[config.mk]
export PLATFORM = sky130hd
export DESIGN_NAME = mem_arbiter
export DESIGN_NICKNAME = d
export VERILOG_FILES = /design/src/rtl/mem_arbiter_pkg.sv /design/src/rtl/mem_arbiter_rr_picker.sv /design/src/rtl/mem_arbiter.sv
export SDC_FILE = /design/constraint.sdc
export NUM_CORES = 1
export LEC_CHECK = 0
export ABC_AREA = 1
export BUFFER_PORTS_ARGS = -buffer_cell sky130_fd_sc_hd__buf_2
export CAP_MARGIN = 20
export CORE_AREA = 2 2 109 111
export DETAILED_ROUTE_END_ITERATION = 16
export DIE_AREA = 0 0 111 113
export HOLD_SLACK_MARGIN = 0.1
export PLACE_DENSITY = 0.47
export SYNTH_ARGS = -nofsm -noshare
export SYNTH_HDL_FRONTEND = slang
export SYNTH_HIERARCHICAL = 1
export SYNTH_SLANG_ARGS = --single-unit
[constraint.sdc]
create_clock -name clk -period 1.4 [get_ports clk]
set_input_delay 0.21 -clock clk [delete_from_list [all_inputs] [get_ports clk]]
set_output_delay 0.21 -clock clk [all_outputs]
set_load 0.02 [all_outputs]
[src/rtl/mem_arbiter_pkg.sv]
// Shared types and bus widths for the mem_arbiter block.
package mem_arbiter_pkg;

   localparam int unsigned ADDR_W = 32;
   localparam int unsigned DATA_W = 32;
   localparam int unsigned STRB_W = 4;

   typedef enum logic {
      IDLE = 1'b0,
      BUSY = 1'b1
   } state_e;

endpackage

[src/rtl/mem_arbiter_rr_picker.sv]
// Round-robin picker: first set request bit at or after ptr_i, wrapping.
// Purely combinational; idx_o is 0 when no request is set.
module rr_picker #(
   parameter int unsigned NUM_REQ = 2
) (
   input  logic [NUM_REQ-1:0]         req_i,
   input  logic [$clog2(NUM_REQ)-1:0] ptr_i,
   output logic                       any_o,
   output logic [$clog2(NUM_REQ)-1:0] idx_o
);

   localparam int unsigned IW = $clog2(NUM_REQ);

   int unsigned k;

   // Scan from the pointer upward; first hit wins
   always_comb begin
      any_o = 1'b0;
      idx_o = '0;
      k     = 0;
      for (int unsigned off = 0; off < NUM_REQ; off++) begin
         k = 32'(ptr_i) + off;
         if (k >= NUM_REQ) begin
            k = k - NUM_REQ;
         end
         if (!any_o && req_i[k[IW-1:0]]) begin
            any_o = 1'b1;
            idx_o = k[IW-1:0];
         end
      end
   end

endmodule

[src/rtl/mem_arbiter.sv]
// Round-robin arbiter sharing one native memory bus between NUM_REQ
// requesters; one transfer in flight, grant held until mem_ready.
// Optional transfer timeout enabled by defining MEM_ARBITER_TIMEOUT_EN.
module mem_arbiter
   import mem_arbiter_pkg::*;
#(
   parameter int unsigned NUM_REQ        = 2,
   parameter int unsigned TIMEOUT_CYCLES = 255
) (
   input  logic                        clk,
   input  logic                        reset,
   input  logic [NUM_REQ-1:0]          req_valid,
   input  logic [NUM_REQ-1:0]          req_instr,
   input  logic [ADDR_W*NUM_REQ-1:0]   req_addr,
   input  logic [DATA_W*NUM_REQ-1:0]   req_wdata,
   input  logic [STRB_W*NUM_REQ-1:0]   req_wstrb,
   output logic [NUM_REQ-1:0]          req_ready,
   output logic [NUM_REQ-1:0]          req_error,
   output logic [DATA_W-1:0]           req_rdata,
   output logic                        mem_valid,
   output logic                        mem_instr,
   output logic [ADDR_W-1:0]           mem_addr,
   output logic [DATA_W-1:0]           mem_wdata,
   output logic [STRB_W-1:0]           mem_wstrb,
   input  logic                        mem_ready,
   input  logic [DATA_W-1:0]           mem_rdata,
   output logic [$clog2(NUM_REQ)-1:0]  grant_id
);

   localparam int unsigned GW = $clog2(NUM_REQ);

   if (NUM_REQ < 2 || NUM_REQ > 8 || TIMEOUT_CYCLES < 1) begin : g_cfg_check
      $error("mem_arbiter: unsupported parameter set");
   end

   state_e          state_q, state_d;
   logic [GW-1:0]   grant_q, grant_d;
   logic [GW-1:0]   rr_ptr_q, rr_ptr_d;
   logic            pick_any;
   logic [GW-1:0]   pick_idx;
   logic            abort;

   rr_picker #(
      .NUM_REQ (NUM_REQ)
   ) u_picker (
      .req_i (req_valid),
      .ptr_i (rr_ptr_q),
      .any_o (pick_any),
      .idx_o (pick_idx)
   );

`ifdef MEM_ARBITER_TIMEOUT_EN
   localparam int unsigned CW = $clog2(TIMEOUT_CYCLES + 1);

   logic [CW-1:0] cnt_q, cnt_d;

   // Abort when the wait counter has reached the limit; a late mem_ready wins
   assign abort = (state_q == BUSY) && !mem_ready && (cnt_q == CW'(TIMEOUT_CYCLES));

   // Wait counter: held at zero outside BUSY, counts stalled BUSY cycles
   always_comb begin
      cnt_d = cnt_q;
      if (state_q != BUSY) begin
         cnt_d = '0;
      end else if (!mem_ready && !abort) begin
         cnt_d = cnt_q + CW'(1);
      end
   end

   // Wait counter register
   always_ff @(posedge clk or negedge reset) begin
      if (!reset) begin
         cnt_q <= '0;
      end else begin
         cnt_q <= cnt_d;
      end
   end
`else
   assign abort = 1'b0;
`endif

   // Next-state, memory-side mux and requester handshake
   always_comb begin
      state_d   = state_q;
      grant_d   = grant_q;
      rr_ptr_d  = rr_ptr_q;
      mem_valid = 1'b0;
      mem_instr = 1'b0;
      mem_addr  = '0;
      mem_wdata = '0;
      mem_wstrb = '0;
      req_ready = '0;
      req_error = '0;
      req_rdata = '0;
      case (state_q)
         IDLE: begin
            if (pick_any) begin
               grant_d = pick_idx;
               state_d = BUSY;
            end
         end
         BUSY: begin
            mem_valid = !abort;
            for (int unsigned i = 0; i < NUM_REQ; i++) begin
               if (grant_q == GW'(i)) begin
                  mem_instr = req_instr[i];
                  mem_addr  = req_addr[i*ADDR_W +: ADDR_W];
                  mem_wdata = req_wdata[i*DATA_W +: DATA_W];
                  mem_wstrb = req_wstrb[i*STRB_W +: STRB_W];
               end
            end
            if (mem_ready || abort) begin
               req_ready[grant_q] = 1'b1;
               if (abort) begin
                  req_error[grant_q] = 1'b1;
               end else begin
                  req_rdata = mem_rdata;
               end
               rr_ptr_d = (grant_q == GW'(NUM_REQ - 1)) ? '0 : grant_q + GW'(1);
               state_d  = IDLE;
            end
         end
         default: state_d = IDLE;
      endcase
   end

   // State, grant and round-robin pointer registers
   always_ff @(posedge clk or negedge reset) begin
      if (!reset) begin
         state_q  <= IDLE;
         grant_q  <= '0;
         rr_ptr_q <= '0;
      end else begin
         state_q  <= state_d;
         grant_q  <= grant_d;
         rr_ptr_q <= rr_ptr_d;
      end
   end

   assign grant_id = grant_q;

endmodule

==> results.tsv, run 1 <==
stage	metric	value	unit
grt	grt_max_degree	42	
grt	grt_util_met1	14.66	%
worst_setup_path	crit_chain	buf_12 -> nand2_1 -> nand2_1 -> nor2_2 -> buf_4	
grt	grt_usage	13.92	%
worst_setup_path	critical_path_class	flop to primary output	
job	drv_cap	0	
route	antenna_left	0	
worst_setup_path	crit_fanout	31	
cts	clk_latency	220	ps
min_path	holdPathStages	2	
synthesis	ys_seq_area_share	3.953	%
synthesis	yosysTopAreaCell	nor2_1	
placed_design	port-buffer-count	279	
synthesis	synth.area.top_cells	nor2_1 34%, nand2_1 28%, inv_1 21%	
worst_setup_path	r2r_start	state_q	
run_status	status	complete, but fails checks	
placed_design	dp_slack	12.51	ps
worst_setup_path	endpoint	mem_wdata[3]	
worst_setup_path	rrSetupSlack	270	ps
sta	post-route-period-util	111.1	%
sta	min_period	1555	ps
route	dr_total_vias	3341	
grt	busiest_layer	met2	
worst_setup_path	crit_path_top_delay_cell	dfrtp_4	
sta	setup_slack	-154.7	ps
worst_setup_path	path_delay_family	flip-flops	
cts	clockRootBuffer	clkbuf_16	
synthesis	synth_top_area_share	33.99	%
synthesis	synthDistinctLibCells	14	
worst_setup_path	worst_path_most_repeated_cell	nand2_1	
synthesis	syn_avg_cell_area	4.147	sq um
route	wl_per_cell	10.97	microns
sta	timing_hold_violations_final	0	
layout	n_antenna_cell	0	
cts	clock_path_buffers	2	
worst_setup_path	startpoint	grant_id	
synthesis	synthCells	458	
layout	drive_gt1_share	54.83	%
synthesis	syn_area	1899	sq um
floorplanning	die-area	12540	sq um
grt	met3_usage	2.571	%
sta	tns	-9013	ps
cts	cts.reportedPaths.clkPinSlew	30	ps
route	drc_errors	0	
worst_setup_path	crit_buf_inv	2	
placed_design	dp.final_hpwl	7.586	mm
power_and_ir_drop	vdd_ir_drop_max	516.4	uV
grt	grt_pass1_vias	3286	
layout	syn_to_final_growth	129.7	%
floorplanning	die_x	111	microns
floorplanning	start_util	16.85	%
route	viasPerCell	3.805	
power_and_ir_drop	p_leak	2.799	nW
power_and_ir_drop	p_per_area	1319	nW/um^2
worst_setup_path	crit_cells	5	
layout	nNetsFinal	911	
grt	overflow	0	
sta	fmax	643.2	MHz
synthesis	ys_ff_latch	3	
worst_setup_path	startpoint_type	flop	
synthesis	yosysWarnings	6	
worst_setup_path	reg2regPathDepth	6	
placed_design	gp_congestion	0.7998	
worst_setup_path	regToRegEndpoint	rr_ptr_q	
cts	cts_sinks	3	
sta	grt_setup_unrepaired	true	
grt	grt_pass1_wl	14.67	mm
route	firstDrtPassIters	4	
sta	final-setup-viol-count	90	
worst_setup_path	critical_path_arrival	1340	ps
route	first_iter_violations	112	
sta	fin_skew	1.149	ps
cts	cts_buffers	3	
sta	drv_slew	0	
cts	htree_num_levels	1	
route	finalWirelength	9.633	mm
cts	cts_tree	yes	
floorplanning	ioPinCount	282	
grt	antenna_found_initial	0	
layout	final_cell_mix	209 x buf_2, 141 x nand2_1, 105 x inv_1	
worst_setup_path	endpoint_kind	primary output	
grt	met2_usage	28.88	%
floorplanning	die_h	113	microns
worst_setup_path	required	1190	ps
layout	layout_commonest_cell	buf_2	
min_path	hold_path_class	primary input to flop	
floorplanning	row_count	39	
worst_setup_path	max_stage_delay	530	ps
floorplanning	coreArea	11270	sq um
run_status	violations	negative setup slack	
[metal layers]
metal | vias to the layer above | wire (microns)
met1 | 1384 | 3570
met2 | 152 | 5201
li1 | 1795 | -
met3 | 10 | 717
met5 | - | 0
met4 | 0 | 144
[registers in the layout, summed over array words and instances (netlist names)]
signal    count
grant_id      1
rr_ptr_q      1
state_q       1
[how the worst min path moves through the flow]
stage                          from       end  slack (ps)
after floorplan               reset  grant_id         -90
after global placement        reset  grant_id          10
after detailed placement      reset  grant_id          10
after CTS                 mem_ready   state_q         230
after global routing      mem_ready   state_q         250
final                     mem_ready   state_q         230
[cells in the mapped netlist]
library cell / number
a21oi_1: 1
buf_2: 16
buf_4: 3
buf_6: 10
conb_1: 1
dfrtp_1: 3
inv_1: 105
nand2_1: 142
nand2_2: 1
nand3_1: 1
nor2_1: 172
o21ai_0: 1
o21ai_1: 1
or2_1: 1
[power breakdown]
part / switching (mW) / internal [mW] / leakage (nW)
Clock: 0.0737 / 0.375 / 0.0382
Combinational: 2.97 / 2.15 / 2.73
Sequential: 0.0632 / 0.129 / 0.0337
[through the flow]
stage / power, mW / utilization, % / std cells / hold WS [ps] / instance area [sq um]
5_1_grt: 6.242 / 38.71 / 878 / 254.2 / 4363
3_3_place_gp: 4.539 / 31.97 / 865 / 10.18 / 3603
2_1_floorplan: 3.257 / - / 459 / -85.59 / 2066
4_1_cts: 5.597 / 37.25 / 878 / 233.9 / 4199
6_report: 5.757 / 38.71 / 878 / 230.8 / 4363
3_5_place_dp: 4.515 / 31.97 / 865 / 14.19 / 3603
[timing repair]
action,4_1_cts,5_1_grt
endpoints found under the setup margin,100,99
hold buffers,1,0
gates cloned,1,1
setup buffers,7,0
hold endpoints to repair,3,0
pin swaps,2,3
gates resized for setup,138,43
[layout make-up]
cell class	instances	area, sq um
fill	1264	6909
timing repair buffer	301	2059
multi-input combinational	322	1572
inverter	105	394.1
tap	143	178.9
sequential	3	80.08
clock buffer	4	78.83
[cell families (layout without fill, tap and decap cells)]
family / count (synthesis) / count (layout) / share of synthesized area (%)
AO/OA/AOI/OAI: 3 / 3 / 0.7898
AND/OR/NAND/NOR: 317 / 317 / 62.98
other: 1 / 2 / 0.1974
buffers and inverters: 134 / 410 / 32.08
flip-flops: 3 / 3 / 3.952
Note: power is estimated with default switching activity, not from simulation.
==> inputs of run 2 (changes only) <==
GPL_ROUTABILITY_DRIVEN = 0   (was not set)
MAX_ROUTING_LAYER = met4   (was not set)
PLACE_DENSITY = not set   (was 0.47)
==> run 2 against run 1 <==
  * The flow still finishes with violations (negative setup slack)
  * Clock power rose by 1%
  * Non-clock buffer count grew 8
  * Final area increased by 3.5%
  * Worst hold slack got worse by 9.8 ps
  * Worst setup slack got worse by 82 ps
  * Sequential share of layout area is 0.062 points lower
  * Register-to-register slack worse by 90 ps
  * Maximum frequency down 5.0%
  * Global-route usage down 1.1 points
  * Critical path depth is 1 higher
  * Die area stayed put
  * Largest power group unchanged
==> results.tsv, run 2 (synthesis gave the netlist of run 1 again) <==
stage	metric	value	unit	change
placed_design	port-buffer-count	279		unchanged
layout	layout_commonest_cell	buf_2		
floorplanning	die-area	12540	sq um	unchanged
worst_setup_path	regToRegEndpoint	rr_ptr_q		
sta	min_period	1637	ps	+82.28 ps
grt	grt_util_met1	13.60	%	-1.1 points
sta	drv_slew	0		unchanged
cts	cts.reportedPaths.clkPinSlew	30	ps	about the same
power_and_ir_drop	vdd_ir_drop_max	891.8	uV	+73%
grt	grt_pass1_wl	13.00	mm	-11%
cts	htree_num_levels	1		unchanged
cts	cts_tree	yes		
grt	antenna_found_initial	0		unchanged
worst_setup_path	endpoint_kind	primary output		
layout	drive_gt1_share	58.14	%	+3.3 points
route	viasPerCell	3.823		+0.46%
route	wl_per_cell	10.87	microns	-0.94%
grt	met2_usage	24.50	%	-4.4 points
route	firstDrtPassIters	4		unchanged
cts	clk_latency	220	ps	about the same
worst_setup_path	startpoint_type	flop		
route	drc_errors	0		unchanged
worst_setup_path	r2r_start	state_q		
floorplanning	die_h	113	microns	unchanged
worst_setup_path	critical_path_class	flop to primary output		
floorplanning	start_util	16.85	%	unchanged
sta	setup_slack	-237.0	ps	-82.28 ps
layout	fin_util	40.05	%	+1.3 points
min_path	worstHoldStart	mem_ready		
floorplanning	coreArea	11270	sq um	unchanged
floorplanning	die_x	111	microns	unchanged
worst_setup_path	required	1190	ps	about the same
min_path	holdPathStages	2		unchanged
route	dr_total_vias	3387		+1.4%
sta	timing_hold_violations_final	0		unchanged
min_path	hold_path_class	primary input to flop		
grt	grt_usage	12.87	%	-1.1 points
sta	hold-worst-slack	220.9	ps	-9.825 ps
sta	fin_skew	0.1155	ps	-1.033 ps
run_status	violations	negative setup slack		
sta	post-route-period-util	116.9	%	+5.9 points
layout	n_antenna_cell	0		unchanged
cts	cts_buffers	3		unchanged
grt	grt_max_degree	33		-21%
run_status	status	complete, but fails checks		
route	finalWirelength	9.629	mm	about the same
floorplanning	ioPinCount	282		unchanged
grt	busiest_layer	met2		
layout	syn_to_final_growth	137.7	%	
layout	nNetsFinal	919		+0.88%
worst_setup_path	reg2regPathDepth	7		+1
floorplanning	row_count	39		unchanged
cts	cts_sinks	3		unchanged
grt	overflow	0		unchanged
placed_design	dp_slack	16.04	ps	+3.535 ps
route	first_iter_violations	118		+5.4%
power_and_ir_drop	p_leak	2.895	nW	+3.4%
sta	grt_setup_unrepaired	true		
worst_setup_path	rrSetupSlack	180	ps	-90 ps
grt	met3_usage	2.410	%	-0.16 points
placed_design	dp.final_hpwl	6.995	mm	-7.8%
min_path	min_to	state_q		
layout	final_cell_mix	185 x buf_2, 117 x nand2_1, 104 x inv_1		
sta	fmax	610.9	MHz	-5.0%
job	drv_cap	0		unchanged
worst_setup_path	crit_fanout	10		-68%
grt	grt_pass1_vias	2894		-12%
route	antenna_left	0		unchanged
power_and_ir_drop	p_per_area	1434	nW/um^2	+8.7%
cts	clockRootBuffer	clkbuf_16		
sta	final-setup-viol-count	103		+14%
worst_setup_path	critical_path_arrival	1430	ps	+90 ps
cts	clock_path_buffers	2		unchanged
==> run 2: changes by cell type in the layout (fill, tap and decap cells not counted), sizes merged <==
cell	previous run	this run
bufbuf	0	1
buf	299	301
clkbuf	5	10
==> run 2: cell type report <==
type | count | area [sq um]
clock buffers | 4 | 78.83
fillers | 1233 | 6758
multi-input cells | 322 | 1526
repair buffers | 309 | 2256
well taps | 143 | 178.9
flip-flops and latches | 3 | 80.08
inverters | 105 | 394.1
==> run 2: critical path, cell delays in order, from the launching register on <==
cell     delay [ps]
dfrtp_4         470
buf_4           170
buf_4           170
nand2_1          70
nand2_1          70
nor2_2          130
buf_6           130
==> run 2: layer usage <==
layer	routed length, microns	part of all wire [%]
met1	3764	39
met2	5052	52
met3	674	7.0
met4	136	1.4
met5	0	0
==> run 2: through the flow <==
step                cell area [sq um]  TNS [ps]  total power, mW  cells
CTS                              3896    -12260            5.374    876
finish                           4514    -14420            6.472    886
global placement                 3578         0            4.461    865
global route                     4514    -19650            6.940    886
detailed placement               3578         0            4.463    865
floorplan                        2066         0            3.257    459
==> run 2: worst max-delay path by stage <==
| stage | from | to | cells past startpoint |
|---|---|---|---|
| 2_1_floorplan | state_q | req_rdata[10] | 4 |
| 3_3_place_gp | grant_id | mem_addr[10] | 4 |
| 3_5_place_dp | grant_id | mem_addr[7] | 5 |
| 4_1_cts | grant_id | mem_wdata[17] | 4 |
| 5_1_grt | grant_id | mem_addr[3] | 6 |
| 6_report | grant_id | mem_addr[3] | 6 |
==> run 2: where the power goes <==
group	total [mW]	internal, mW	switching, mW
Combinational	5.86	2.71	3.16
Clock	0.454	0.376	0.0785
Sequential	0.157	0.129	0.0285
==> run 2: what timing repair did <==
action | 4_1_cts | 5_1_grt
setup buffers | 4 | 3
pin swaps | 1 | 3
cloned | 2 | 7
hold buffers | 1 | 0
endpoints found under the hold margin | 3 | 0
gates resized for setup | 50 | 148
setup endpoints to repair | 94 | 103
==> inputs of run 3 (changes only) <==
CAP_MARGIN = 10   (was 20)
clock period = 2 ns   (was 1.4 ns; I/O delays follow)
==> run 3 against run 2 <==
  * The flow now finishes without violations
  * Largest cell class unchanged
  * First-iteration DRC count rose by 15%
  * Final cell count fell by 2.6%
  * Critical path depth fell by 1
  * Sequential power fell by 28%
  * Power fell by 52%
  * Clock power fell by 30%
  * Clock skew rose by 0.57 ps
==> results.tsv, run 3 (synthesis gave the netlist of run 1 again) <==
stage	metric	value	unit	change
power_and_ir_drop	pwr-share-clk	10.3	%	+3.3 points
run_status	status	finished, final reports clean		
worst_setup_path	critical_path_class	flop to primary output		
floorplanning	coreArea	11270	sq um	unchanged
worst_setup_path	max_stage_delay	490	ps	+20 ps
sta	fin_skew	0.6827	ps	+0.5672 ps
worst_setup_path	crit_path_top_delay_cell	dfrtp_4		
power_and_ir_drop	p_seq_share	3.6	%	+1.2 points
power_and_ir_drop	p_sw	1.836	mW	-44%
sta	post-route-period-util	84.86	%	
route	wl_per_cell	9.334	microns	-14%
grt	grt_pass1_vias	2916		+0.76%
worst_setup_path	crit_cells	5		-1
floorplanning	row_count	39		unchanged
cts	cts_buffers	3		unchanged
min_path	holdPathStages	2		unchanged
sta	final-setup-viol-count	0		-100%
layout	syn_to_final_growth	80.17	%	
min_path	min_to	state_q		
layout	drive_gt1_share	40.33	%	-18 points
grt	antenna_found_initial	0		unchanged
sta	tightestPinTransition	590.7	ps	
sta	fmax	589.2	MHz	
worst_setup_path	r2r_start	state_q		
cts	clock_path_buffers	2		unchanged
sta	relSlewSlack	60.48	%	
placed_design	port-buffer-count	279		unchanged
grt	grt_pass1_wl	12.56	mm	-3.4%
cts	cts.reportedPaths.clkPinSlew	30	ps	about the same
sta	tns	0	ps	+14,420 ps
cts	htree_num_levels	1		unchanged
cts	cts.repair.resized	0		-100%
sta	grt_setup_unrepaired	false		
power_and_ir_drop	power_switching_share	59.40	%	+9.0 points
power_and_ir_drop	p_leak	2.596	nW	-10%
sta	drv_slew	0		unchanged
sta	timing_hold_violations_final	0		unchanged
job	drv_cap	0		unchanged
power_and_ir_drop	vdd_ir_drop_max	647.0	uV	-27%
worst_setup_path	critical_path_arrival	1400	ps	-30 ps
sta	min_period	1697	ps	
power_and_ir_drop	p_per_area	903.3	nW/um^2	-37%
placed_design	dp.final_hpwl	6.616	mm	-5.4%
worst_setup_path	worst_path_most_repeated_cell	nand2_1		
route	first_iter_violations	136		+15%
min_path	hold_path_class	primary input to flop		
cts	cts_sinks	3		unchanged
grt	overflow	0		unchanged
worst_setup_path	crit_fanout	88		+78
grt	grt_usage	11.99	%	-0.88 points
route	viasPerCell	3.693		-3.4%
worst_setup_path	crit_chain	buf_12 -> nand2_1 -> nand2_1 -> nor2_1 -> buf_2		
worst_setup_path	rrSetupSlack	740	ps	+560 ps
floorplanning	die_x	111	microns	unchanged
route	drc_errors	0		unchanged
power_and_ir_drop	total_power	3.091	mW	-52%
layout	final_cell_mix	279 x buf_2, 172 x nor2_1, 142 x nand2_1		
grt	grt_max_degree	89		+170%
route	firstDrtPassIters	4		unchanged
floorplanning	ioPinCount	282		unchanged
worst_setup_path	crit_buf_inv	2		-1
power_and_ir_drop	combPwrFrac	86.1	%	-4.4 points
worst_setup_path	regToRegEndpoint	rr_ptr_q		
min_path	worstHoldStart	mem_ready		
worst_setup_path	startpoint_type	flop		
cts	clockRootBuffer	clkbuf_16		
route	dr_total_vias	3187		-5.9%
power_and_ir_drop	intPower	1.255	mW	-61%
layout	fill_cells	1343		+8.9%
cts	cts_tree	yes		
floorplanning	start_util	16.85	%	unchanged
route	finalWirelength	8.055	mm	-16%
worst_setup_path	required	1700	ps	+510 ps
worst_setup_path	endpoint_kind	primary output		
layout	nNetsFinal	895		-2.6%
route	antenna_left	0		unchanged
layout	layout_commonest_cell	buf_2		
cts	clk_latency	220	ps	about the same
floorplanning	die-area	12540	sq um	unchanged
worst_setup_path	path_delay_family	flip-flops		
worst_setup_path	reg2regPathDepth	4		-3
floorplanning	die_h	113	microns	unchanged
==> run 3: worst max path at each step <==
stage / startpoint / to / slack [ps]
floorplan: grant_id / mem_wdata[14] / 460
global placement: grant_id / mem_wdata[25] / 520
detailed placement: grant_id / mem_wdata[25] / 510
CTS: grant_id / mem_wdata[25] / 270
global route: state_q / mem_wdata[25] / 190
finish: grant_id / mem_addr[25] / 300
==> run 3: area by class of cell <==
cell class | instances | area (sq um) | share of cell area [%]
timing repair buffer | 285 | 1469 | 42.93
clock buffer | 4 | 78.83 | 2.303
multi-input combinational | 322 | 1219 | 35.61
tap | 143 | 178.9 | 5.229
inverter | 105 | 394.1 | 11.52
sequential | 3 | 80.08 | 2.340
antenna | 1 | 2.502 | 0.07313
==> run 3: power by group through the flow <==
stage	clock, mW	combinational, mW	sequential (mW)
5_1_grt	0.329	2.97	0.116
2_1_floorplan	0	1.97	0.112
3_5_place_dp	0	2.69	0.114
4_1_cts	0.324	2.70	0.113
3_3_place_gp	0	2.69	0.113
6_report	0.319	2.66	0.113
==> run 3: through the flow <==
step	hold slack, ps	cell area, sq um	instances	util [%]	setup slack (ps)
after floorplan	4.409	1903	459	-	459.0
after global placement	103.5	3331	857	29.55	516.6
after detailed placement	100.1	3331	857	29.55	507.3
after CTS	300.0	3420	862	30.34	265.3
after global routing	332.3	3420	862	30.34	191.1
final	302.6	3422	863	30.36	302.8
==> run 3: worst register-to-register path, delay by kind of cell (launching register included) <==
family,cells,cell delay (ps)
AO/OA/AOI/OAI,1,60
AND/OR/NAND/NOR,2,490
flip-flops,1,410
buffers and inverters,1,220
==> run 3: layer usage <==
metal  vias up  GRT usage (%)  routed length (microns)
met5         -              -                        0
met4         0          3.083                       41
met2       158          22.82                     3911
met1      1261          12.45                     3360
met3         4          2.785                      741
li1       1764              -                        -
==> run 3: timing repair <==
action,CTS,global route
setup buffers,0,0
endpoints found under the hold margin,3,0
hold buffers,1,0
